## config.mk

```make
export PLATFORM = sky130hd
export DESIGN_NAME = uart_rx_byte
export DESIGN_NICKNAME = d
export VERILOG_FILES = /design/src/rtl/uart_rx_byte_pkg.sv /design/src/rtl/uart_rx_sync.sv /design/src/rtl/uart_rx_byte.sv
export SDC_FILE = /design/constraint.sdc
export NUM_CORES = 1
export LEC_CHECK = 0
export CAP_MARGIN = 20
export CORE_MARGIN = 5
export CORE_UTILIZATION = 45
export CTS_CLUSTER_SIZE = 20
export DETAILED_ROUTE_END_ITERATION = 8
export PLACE_DENSITY = 0.74
export SLEW_MARGIN = 40
export SYNTH_ARGS = -nofsm -noshare
export SYNTH_HDL_FRONTEND = slang
export SYNTH_HIERARCHICAL = 1
export SYNTH_SLANG_ARGS = --single-unit
export TNS_END_PERCENT = 10
```

## constraint.sdc

```tcl
create_clock -name i_clock -period 2.3 [get_ports i_clock]
set_input_delay 0.46 -clock i_clock [delete_from_list [all_inputs] [get_ports i_clock]]
set_output_delay 0.46 -clock i_clock [all_outputs]
set_load 0.02 [all_outputs]
```

## src/rtl/uart_rx_byte_pkg.sv

```systemverilog
// Shared UART receive definitions: FSM state encoding, default bit period, frame length.
// The frame length follows the UART_RX_PARITY_EN build option.
package uart_rx_byte_pkg;

    typedef enum logic [2:0] {
        IDLE   = 3'd0,
        START  = 3'd1,
        DATA   = 3'd2,
        PARITY = 3'd3,
        STOP   = 3'd4
    } rx_state_e;

    localparam int UART_DEFAULT_CLKS_PER_BIT = 16;

`ifdef UART_RX_PARITY_EN
    localparam int UART_FRAME_BITS = 11;
`else
    localparam int UART_FRAME_BITS = 10;
`endif

endpackage

```

## src/rtl/uart_rx_sync.sv

```systemverilog
// Metastability flop chain for an asynchronous line that idles high.
// Every stage resets to 1 so a reset never looks like a start bit.
module uart_rx_sync #(
    parameter int STAGES = 2
) (
    input  logic i_clock,
    input  logic i_reset_n,
    input  logic i_d,
    output logic o_q
);

    logic [STAGES-1:0] sync_q;

    always_ff @(posedge i_clock) begin
        if (!i_reset_n) begin
            sync_q <= '1;
        end else begin
            sync_q <= {sync_q[STAGES-2:0], i_d};
        end
    end

    assign o_q = sync_q[STAGES-1];

endmodule

```

## src/rtl/uart_rx_byte.sv

```systemverilog
// 8N1 UART byte receiver with single-cycle byte strobes and error pulses.
// Define UART_RX_PARITY_EN for 8E1 framing with the o_rx_parity_err output.
module uart_rx_byte
    import uart_rx_byte_pkg::*;
#(
    parameter int CLKS_PER_BIT = UART_DEFAULT_CLKS_PER_BIT,
    parameter int SYNC_STAGES  = 2
) (
    input  logic       i_clock,
    input  logic       i_reset_n,
    input  logic       i_uart_rx,
    output logic [7:0] o_rx_byte_data,
    output logic       o_rx_byte_recv_sig,
    output logic       o_rx_frame_err,
    output logic       o_rx_busy
`ifdef UART_RX_PARITY_EN
    ,
    output logic       o_rx_parity_err
`endif
);

    localparam int CNT_W = $clog2(CLKS_PER_BIT);
    localparam logic [CNT_W-1:0] HALF_M1 = CNT_W'(CLKS_PER_BIT / 2 - 1);
    localparam logic [CNT_W-1:0] BIT_M1  = CNT_W'(CLKS_PER_BIT - 1);

    logic             rx_s;
    rx_state_e        state_q;
    logic             armed_q;
    logic [CNT_W-1:0] cnt_q;
    logic [2:0]       bit_q;
    logic [7:0]       shift_q;
    logic [7:0]       shift_d;
    logic [7:0]       data_q;
    logic             recv_q;
    logic             ferr_q;
    logic             busy_q;
    logic             cnt_zero;
    logic [CNT_W-1:0] cnt_dec;
`ifdef UART_RX_PARITY_EN
    logic             par_bad_q;
    logic             perr_q;
`endif

    uart_rx_sync #(
        .STAGES (SYNC_STAGES)
    ) u_sync (
        .i_clock   (i_clock),
        .i_reset_n (i_reset_n),
        .i_d       (i_uart_rx),
        .o_q       (rx_s)
    );

    assign cnt_zero = (cnt_q == '0);
    assign cnt_dec  = cnt_q - CNT_W'(1);
    assign shift_d  = {rx_s, shift_q[7:1]};

    always_ff @(posedge i_clock) begin
        if (!i_reset_n) begin
            state_q   <= IDLE;
            armed_q   <= 1'b0;
            cnt_q     <= BIT_M1;
            bit_q     <= 3'd0;
            data_q    <= 8'h00;
            recv_q    <= 1'b0;
            ferr_q    <= 1'b0;
            busy_q    <= 1'b0;
`ifdef UART_RX_PARITY_EN
            par_bad_q <= 1'b0;
            perr_q    <= 1'b0;
`endif
        end else begin
            recv_q <= 1'b0;
            ferr_q <= 1'b0;
`ifdef UART_RX_PARITY_EN
            perr_q <= 1'b0;
`endif
            case (state_q)
                IDLE: begin
                    if (armed_q && !rx_s) begin
                        state_q <= START;
                        cnt_q   <= HALF_M1;
                        busy_q  <= 1'b1;
                    end else if (!armed_q) begin
                        // Arm only after a full bit period of continuous idle-high line
                        if (!rx_s) begin
                            cnt_q <= BIT_M1;
                        end else if (cnt_zero) begin
                            armed_q <= 1'b1;
                        end else begin
                            cnt_q <= cnt_dec;
                        end
                    end
                end
                START: begin
                    if (!cnt_zero) begin
                        cnt_q <= cnt_dec;
                    end else if (rx_s) begin
                        state_q <= IDLE;
                        busy_q  <= 1'b0;
                    end else begin
                        state_q <= DATA;
                        cnt_q   <= BIT_M1;
                        bit_q   <= 3'd0;
                    end
                end
                DATA: begin
                    if (!cnt_zero) begin
                        cnt_q <= cnt_dec;
                    end else begin
                        shift_q <= shift_d;
                        bit_q   <= bit_q + 3'd1;
                        cnt_q   <= BIT_M1;
                        if (bit_q == 3'd7) begin
`ifdef UART_RX_PARITY_EN
                            state_q <= PARITY;
`else
                            state_q <= STOP;
`endif
                        end
                    end
                end
`ifdef UART_RX_PARITY_EN
                PARITY: begin
                    if (!cnt_zero) begin
                        cnt_q <= cnt_dec;
                    end else begin
                        par_bad_q <= (^shift_q) ^ rx_s;
                        state_q   <= STOP;
                        cnt_q     <= BIT_M1;
                    end
                end
`endif
                STOP: begin
                    if (!cnt_zero) begin
                        cnt_q <= cnt_dec;
                    end else begin
                        state_q <= IDLE;
                        busy_q  <= 1'b0;
                        cnt_q   <= BIT_M1;
                        // A framing error wins over parity and forces a fresh idle period
                        if (!rx_s) begin
                            ferr_q  <= 1'b1;
                            armed_q <= 1'b0;
                        end
`ifdef UART_RX_PARITY_EN
                        else if (par_bad_q) begin
                            perr_q <= 1'b1;
                        end
`endif
                        else begin
                            data_q <= shift_q;
                            recv_q <= 1'b1;
                        end
                    end
                end
                default: begin
                    state_q <= IDLE;
                    busy_q  <= 1'b0;
                end
            endcase
        end
    end

    assign o_rx_byte_data     = data_q;
    assign o_rx_byte_recv_sig = recv_q;
    assign o_rx_frame_err     = ferr_q;
    assign o_rx_busy          = busy_q;
`ifdef UART_RX_PARITY_EN
    assign o_rx_parity_err    = perr_q;
`endif

endmodule

```

* Word-level counts from Yosys, hierarchy flattened
Index checks and enable logic that the tools add are counted.
** Operators by class
- Bitwise operators :: 1
- Eq/ne operators :: 16
- $lt $le $gt $ge :: 0
- Div/mod/pow operators :: 0
- Muxes and demuxes :: 33
- Add/subtract/negate cells :: 2
- Multiply operators :: 0
- Shift-type cells :: 0
- Reductions and logical operators :: 16
** Operator list (number)
- $mux 4 :: 7
- $mux 3 :: 8
- $ne 2x2->1 const B :: 8
- $mux 1 :: 12
- $pmux 3 s4 :: 1
- $pmux 4 s3 :: 1
- $reduce_and 4->1 :: 3
- $reduce_and 5->1 :: 2
- $reduce_and 3->1 :: 3
- $eq 3x3->1 const B :: 2
- $ne 3x3->1 const B :: 2
- $pmux 3 s2 :: 1
- $logic_not 4->1 :: 1
- $ne 4x4->1 const B :: 1
- $pmux 1 s4 :: 1
- $reduce_bool 2->1 :: 2
- $sub 4x1->4 const B :: 1
- $add 3x1->3 const B :: 1
- $eq 3x1->1 const B :: 1
- $eq 3x2->1 const B :: 1
- $logic_not 3->1 :: 1
- $reduce_bool 3->1 :: 1
- $mux 2 :: 1
- $ne 2x1->1 const B :: 1
- 5 further kinds :: 5
** Storage, ports and cells
- Memory bits (read-only) :: 0
- Memory bits (writable) :: 0
- Bits of input ports :: 3
- Latch bits :: 0
- Register bits after elaboration :: 32
- Memories :: 0
- Word-level logic and storage cells :: 78
- Output and inout bits :: 11

* Longest topological paths before layout
Gate-level depths: netlist of run 1.
- Depth in word-level cells :: 6
- Mapped depth :: 7
- Mapped depth without buffers :: 6

* Hierarchy
Netlist of run 1, hierarchy kept.
** By module, submodules not included
- uart_rx_byte :: seq. area each 680.7 um^2, area an instance 1371.3 um^2, cells each 141, instances 1
- uart_rx_sync :: seq. area each 40.0 um^2, area an instance 52.6 um^2, cells each 4, instances 1

* Least setup slack after synthesis of run 1
No wires, ideal clock.
- Path kind :: flip-flop to flip-flop
- From :: register cnt_q[0]
- To :: register shift_q[0] (enable)
- Stages on the path, launching flop included :: 6
- Arrival time :: 1519 ps
- Path slack :: 406 ps
- Setup time :: 375 ps
- Clock period less this slack :: 1894 ps
- Required time :: 1925 ps
- Buffers on the path :: 1
- Path through :: dfxtp_1 > inv_1 > ha_1 > or3b_1 > buf_2 > nor3_2
** On the way
- Longest elaborated chain between the ends :: 2
** RTL lines
- start, declared :: line uart_rx_byte.sv:29 : logic [CNT_W-1:0] cnt_q;
- start signal, assigned :: line uart_rx_byte.sv:90 : cnt_q <= cnt_dec;
- start signal, assigned :: line uart_rx_byte.sv:96 : cnt_q <= cnt_dec;
- start signal, assigned :: line uart_rx_byte.sv:108 : cnt_q <= cnt_dec;
- $logic_not 4->1 :: line uart_rx_byte.sv:53 : assign cnt_zero = (cnt_q == '0);
- $reduce_and 3->1 (no line)
- end signal, assigned :: line uart_rx_byte.sv:110 : shift_q <= shift_d;
- end, declared :: line uart_rx_byte.sv:31 : logic [7:0] shift_q;
Every way passes these cells.
A chain may end at the register's enable or synchronous reset.

* Worst setup path in the final report of run 1
- From :: register cnt_q[0]
- To :: register cnt_q[2]
** On the way
- Longest elaborated chain between the ends :: 6
- Elaborated cells on any way between the ends :: 12
- Classes of those cells :: 1 x add/sub; 2 x eq/ne; 7 x mux; 2 x reduce/logical
** RTL lines
- $sub 4x1->4 :: line uart_rx_byte.sv:54 : assign cnt_dec = cnt_q - CNT_W'(1);
- $mux 4 :: line uart_rx_byte.sv:87 : end else if (cnt_zero) begin
- $mux 4 :: line uart_rx_byte.sv:85 : if (!rx_s) begin
- $mux 4 :: line uart_rx_byte.sv:83 : end else if (!armed_q) begin
- $mux 4 :: line uart_rx_byte.sv:79 : if (armed_q && !rx_s) begin
- $pmux 4 s3 :: line uart_rx_byte.sv:77 : case (state_q)
Several ways; a longest one is shown, not always the timed one. The select of a mux whose other input is x is not followed.

==> results of run 1 <==
## critical path, delay by kind of cell (launching register included)
family	cells	cell delay, ps
buf+inv	2	250
fa+ha+maj	1	240
flops	1	390
compound gates	2	440
simple gates	2	390
## flip-flops by register name (all words and copies together) (netlist names), 2 cells and up
signal	cells
state_q	3
bit_q	3
o_rx_byte_data	8
shift_q	8
cnt_q	4
u_sync/sync_q	2
## worst paths after layout
kind / from / end / slack (ps) / cells past startpoint
worst min-delay path: u_sync/sync_q[0] / u_sync/sync_q[1] / 440 / 1
worst max-delay path: cnt_q[0] / cnt_q[2] / 440 / 7
worst max register to register: cnt_q[0] / cnt_q[2] / 440 / 7
worst min register to register: u_sync/sync_q[0] / u_sync/sync_q[1] / 440 / 1
## cell type report
cell class | count | area share [%]
Sequential cell | 32 | 43.0
Multi-Input combinational cell | 100 | 38.3
Timing Repair Buffer | 17 | 9.55
Tap cell | 44 | 3.28
Clock buffer | 6 | 3.06
Clock inverter | 2 | 2.01
Inverter | 4 | 0.895
## metrics by stage
stage	total power, mW	setup WS, ps	hold WS, ps	util (%)	std cells
3_3_place_gp	0.656	357	403	52.2	197
5_1_grt	1.14	326	450	55.0	205
3_5_place_dp	0.661	224	414	52.2	197
4_1_cts	1.10	440	437	55.0	205
6_report	1.09	439	437	55.0	205
2_1_floorplan	0.642	406	386	-	145
## cells in the mapped netlist (2+ instances only)
master    instances  area, um2
a31oi_1           2       12.5
a22o_1            2       17.5
a32oi_1           2       17.5
clkbuf_1          4       15.0
nor3b_1           4       30.0
ha_1              3       37.5
nand3_1           2       10.0
dfxtp_1          24        480
nor2_1           22       82.6
a21oi_1           7       35.0
and2_1            2       12.5
nor3_1            8       40.0
o21ai_0           3       15.0
edfxtp_1          8        240
a41oi_1           2       17.5
a211oi_1          2       15.0
buf_2             4       20.0
nand2_1           5       18.8
mux2i_1           9       90.1
inv_1             3       11.3
nor2b_1           2       12.5
nand2b_1          6       37.5
nor4b_1           2       17.5
## kinds of logic after synthesis
group	synth area share [%]
AO/OA/AOI/OAI	12.8
adder cells (fa/ha/maj)	3.43
buffers and inverters	4.31
flip-flops	50.6
multiplexers	6.33
AND/OR/NAND/NOR	22.5
## power by group through the flow
| stage | clock network (mW) | logic (mW) | registers (mW) |
|---|---|---|---|
| floorplan | 0 | 0.0367 | 0.605 |
| global placement | 0 | 0.0471 | 0.608 |
| detailed placement | 0 | 0.0513 | 0.610 |
| CTS | 0.453 | 0.0515 | 0.597 |
| global route | 0.479 | 0.0574 | 0.599 |
| finish | 0.440 | 0.0518 | 0.597 |
## per-layer routing
| layer | vias up | global-route usage (%) | wire, um |
|---|---|---|---|
| li1 | 554 | - | - |
| met3 | 8 | 5.10 | 141 |
| met1 | 543 | 17.7 | 1310 |
| met4 | 0 | 7.11 | 51 |
| met2 | 21 | 24.8 | 1480 |
| met5 | - | 0 | 0 |
==> metrics.txt, run 1 <==
result of the run=complete, no violations; Syn Area/Cell=between 9 and 10 um2; delay of the slowest cell on the worst path=around 390 ps; number of antenna violations at the first check in global routing=0; total area of sequential cells=between 700 and 800 um2; total count of max-transition violations in the final report=0; die height=about 66 um; final weighted congestion in routability-driven placement=around 0.90; Clock transition at path regs=90 ps; final instance area=roughly 0.0017 mm2; count of antenna-violating nets left after detailed routing=0; transition time of the tightest slew-check pin=between 600 and 700 ps; Post-CTS Setup Inserts=0; cells along the critical path=inv_1 > ha_1 > nor3b_2 > buf_4 > o21ai_1 > and2_1 > a32oi_1; power density cells=~650 mW/mm2; total placed instance area=0.00159 mm2; yosys warns=6; achievable frequency=roughly 0.54 GHz; post-route clock skew=just under 10 ps; number of distinct library cells after synthesis=40; Clock power frac=~40%; post-cts resize count=0; synth-to-layout area growth=17.8%; area of combinational cells with multiple inputs=approximately 640 um2; worst skew pair latency=between 300 and 400 ps; global-route usage over all layers=between 15 and 20%; # port buffers=13; crit path kind=flop to flop; count of final setup violators=0; HPWL after detailed placement=2150 um; crit path max-delay cell type=dfxtp_1; dominant register cell in the synthesized netlist=dfxtp_1; wire length of the first global-routing pass=a little under 5000 um; remaining routing DRC violations=0; gate count after technology mapping=145; top library cells by usage in the layout, fill and taps aside=24 x dfxtp_1, 22 x nor2_1, 13 x clkdlybuf4s50_1; CTS H-tree depth=2; Worst Path Arrival=2050 ps; Req. time, crit path=approximately 2500 ps; 1st-iter DRT viols=39; Worst Setup Start Kind=flop; most frequent standard cell in the layout excluding fill and tap cells=dfxtp_1; clock tree from TritonCTS=done; number of max-cap violations=0; number of hold-slack violations in the final timing report=0; cell-internal power=862 uW; number of iterations in the first detailed-routing pass=4; global-route congestion overflow total=0; RSZ-0062 raised after global routing=no; Net count, final=~170; via count of the first global-routing pass=between 1000 and 1500; Top Ports=14; sink count of the clock tree=32; layout cell share with drive strength beyond 1=around a tenth; average wire per standard cell=around 15 um; standard-cell rows=20; fill cell total of the finished layout=290; Final Critical Period=roughly 1900 ps; crit path capture type=flop; Die ar.=around 0.0044 mm2; sequential share of power=between 50% and 60%; Logic pwr share=around 4.8%; Synthesized Nets=roughly 150; net switching power=between 200 and 250 uW; fraction of registers with async set/reset=0%; Relative slew margins=roughly three fifths; number of buffers inserted by hold repair at cts=0; register area share after synthesis=50.6%; worst-path fanout max=9; summed negative setup slack over all endpoints=0 ps; Leak Pwr=0.649 nW; final worst-path cycle share=80.9%; per-cell via count in the routed design=between 5 and 6; Antenna Diode Count=0; maximum resistive drop on vdd=slightly above 0.6 mV; maximum number of pins on one net before global-route repair=21; clk buf depth=2; count of vias placed by the detailed router=~1100; count of state elements after synthesis=32; Root Buffer=clkbuf_4; Post-Synthesis Cell Area=0.00142 mm2; overall die width=approximately 66 um; final WL=roughly 3000 um; Inserted Clock Buffers=5; Initial Util=between 40% and 50%; number of enable-type register cells in the synthesized netlist=8; switching part of the total power=a little over a fifth; Floorplan Core Area=~0.003 mm2; type of the most critical hold path=flop to flop
(Power assumes the default switching activity.)
==> run 2: changes to the inputs <==
- clock period: 2.3 -> 1.75 ns (I/O delays scaled with it)
==> metrics.txt, run 2 (synthesis results as in run 1) <==
result of the run=complete, no violations; power density cells=791 mW/mm2 (+22%); via count of the first global-routing pass=1185 (+9.1%); RR Startpoint=cnt_q[1]; Final Critical Period=1700 ps (-157 ps); sequential share of power=53.3% (-1.5 points); cell-internal power=1.13 mW (+31%); crit path kind=flop to flop; standard-cell rows=20 (unchanged); 1st-iter DRT viols=61 (+56%); worst skew pair latency=340 ps (about the same); number of antenna violations at the first check in global routing=0 (unchanged); Die ar.=0.00439 mm2 (unchanged); crit path max-delay cell type=dfxtp_2; Critical path destination=o_rx_byte_data[2]; summed negative setup slack over all endpoints=0 ps (unchanged); average wire per standard cell=15.1 um (+3.5%); Clock power frac=38.2% (-2.2 points); Relative slew margins=68.4% (+9.1 points); # port buffers=13 (unchanged); final instance area=0.00186 mm2 (+11%); number of max-cap violations=0 (unchanged); number of buffers inserted by hold repair at cts=0 (unchanged); CTS H-tree depth=2 (unchanged); Antenna Diode Count=0 (unchanged); reg2reg setup slack=50 ps (-390 ps); Net count, final=182 (+9.6%); count of final setup violators=0 (unchanged); number of hold-slack violations in the final timing report=0 (unchanged); Reg-to-Reg End=o_rx_byte_data[2]; delay of the slowest cell on the worst path=350 ps (-40 ps); final weighted congestion in routability-driven placement=0.793 (-12%); HPWL after detailed placement=2190 um (+1.9%); layout cell share with drive strength beyond 1=22.6% (+13 points); number of iterations in the first detailed-routing pass=4 (unchanged); start point of the critical path=cnt_q[1]; total count of max-transition violations in the final report=0 (unchanged); Top Ports=14 (unchanged); Worst Path Arrival=1950 ps (-100 ps); maximum number of pins on one net before global-route repair=19 (-9.5%); Inserted Clock Buffers=5 (unchanged); Leak Pwr=0.752 nW (+16%); hold_ws=441 ps (+3.69 ps); count of antenna-violating nets left after detailed routing=0 (unchanged); final WL=3330 um (+12%); Clock transition at path regs=110 ps (+20 ps); synth-to-layout area growth=30.5%; achievable frequency=0.587 GHz (+9.2%); worst-path fanout max=4 (-5); Floorplan Core Area=0.00305 mm2 (unchanged); cells along the critical path=inv_2 > ha_4 > buf_6 > nor3b_4 > nand4_1 > buf_2 > mux2i_1 > nor2_1; Initial Util=46.6% (unchanged); net switching power=340 uW (+50%); type of the most critical hold path=flop to flop; wire length of the first global-routing pass=5250 um (+6.3%); die height=66.3 um (unchanged); per-cell via count in the routed design=5.49 (about the same); clk buf depth=2 (unchanged); sink count of the clock tree=32 (unchanged); fill cell total of the finished layout=271 (-6.6%); total buffers and inverters traversed by the critical path=3 (+1); final worst-path cycle share=97.4% (+16 points); Worst R2R Path Depth=8 (+1); cell family with most CP delay=simple AND/OR/NAND/NOR gates; remaining routing DRC violations=0 (unchanged); transition time of the tightest slew-check pin=467 ps (-142 ps); Logic pwr share=8.4% (+3.6 points); total placed instance area=0.00169 mm2 (+6.4%); clock tree from TritonCTS=done; maximum resistive drop on vdd=0.623 mV (+3.0%); global-route congestion overflow total=0 (unchanged); post-route clock skew=7.00 ps (-2.73 ps); global-route usage over all layers=15.9% (+0.77 points); Root Buffer=clkbuf_4; Worst Setup Start Kind=flop; count of vias placed by the detailed router=1214 (+7.8%); RSZ-0062 raised after global routing=yes; Req. time, crit path=1990 ps (-500 ps); crit path capture type=flop; fraction of the core area covered by cells at the end of the flow=60.9% (+5.9 points); switching part of the total power=23.1% (+2.3 points); top library cells by usage in the layout, fill and taps aside=22 x nor2_1, 22 x dfxtp_1, 16 x buf_4; overall die width=66.3 um (unchanged); Crit. path cell count=8 (+1)
==> run 2: what timing repair did <==
| item | CTS | global route |
|---|---|---|
| endpoints found under the setup margin | 1 | 22 |
| setup buffers | 0 | 4 |
| resized for setup | 1 | 13 |
| pin swaps | 0 | 3 |
| gates cloned | 0 | 1 |
==> run 2: through the flow <==
step | std cells | worst slack (ps) | total power, mW
6_report | 221 | 45.6 | 1.47
4_1_cts | 216 | 0.603 | 1.44
3_3_place_gp | 208 | 67.1 | 0.879
3_5_place_dp | 208 | -13.1 | 0.886
2_1_floorplan | 145 | 63.8 | 0.844
5_1_grt | 221 | -81.5 | 1.54
==> run 2: how the worst min path moves through the flow <==
stage	start	cells past startpoint	slack [ps]	endpoint
finish	u_sync/sync_q[0]	1	440	u_sync/sync_q[1]
floorplan	u_sync/sync_q[0]	1	390	u_sync/sync_q[1]
global placement	u_sync/sync_q[0]	1	400	u_sync/sync_q[1]
detailed placement	u_sync/sync_q[0]	1	420	u_sync/sync_q[1]
global route	shift_q[5]	0	460	shift_q[4]
CTS	u_sync/sync_q[0]	1	450	u_sync/sync_q[1]
==> run 2: metal layers <==
layer | part of all wire [%] | vias up | GRT usage [%] | routed length (um)
met5 | 0 | - | 0 | 0
li1 | - | 584 | - | -
met1 | 41 | 567 | 17.9 | 1360
met3 | 5.9 | 18 | 5.44 | 197
met2 | 49 | 45 | 26.9 | 1650
met4 | 3.8 | 0 | 7.36 | 126
==> run 2: area by class of cell <==
class / count / area, um2 / share of cell area (%)
Clock buffer: 5 / 37.5 / 2.02
Inverter: 4 / 15.0 / 0.808
Tap cell: 44 / 55.1 / 2.96
Sequential cell: 32 / 723 / 38.9
Clock inverter: 3 / 42.5 / 2.29
Multi-Input combinational cell: 100 / 687 / 37.0
Timing Repair Buffer: 33 / 298 / 16.0
==> run 2: worst register-to-register path: cells and delay by family, from the launching register on <==
kind	cells	cell delay (ps)
adders and majority gates	1	130
buffers and inverters	3	390
DFF	1	350
muxes	1	160
and+or+nand+nor	3	590
==> run 2: power groups by stage <==
| stage | registers, mW | logic (mW) | clock network (mW) |
|---|---|---|---|
| floorplan | 0.795 | 0.0487 | 0 |
| global placement | 0.796 | 0.0830 | 0 |
| detailed placement | 0.798 | 0.0882 | 0 |
| CTS | 0.781 | 0.0897 | 0.573 |
| global route | 0.786 | 0.133 | 0.616 |
| finish | 0.784 | 0.124 | 0.562 |
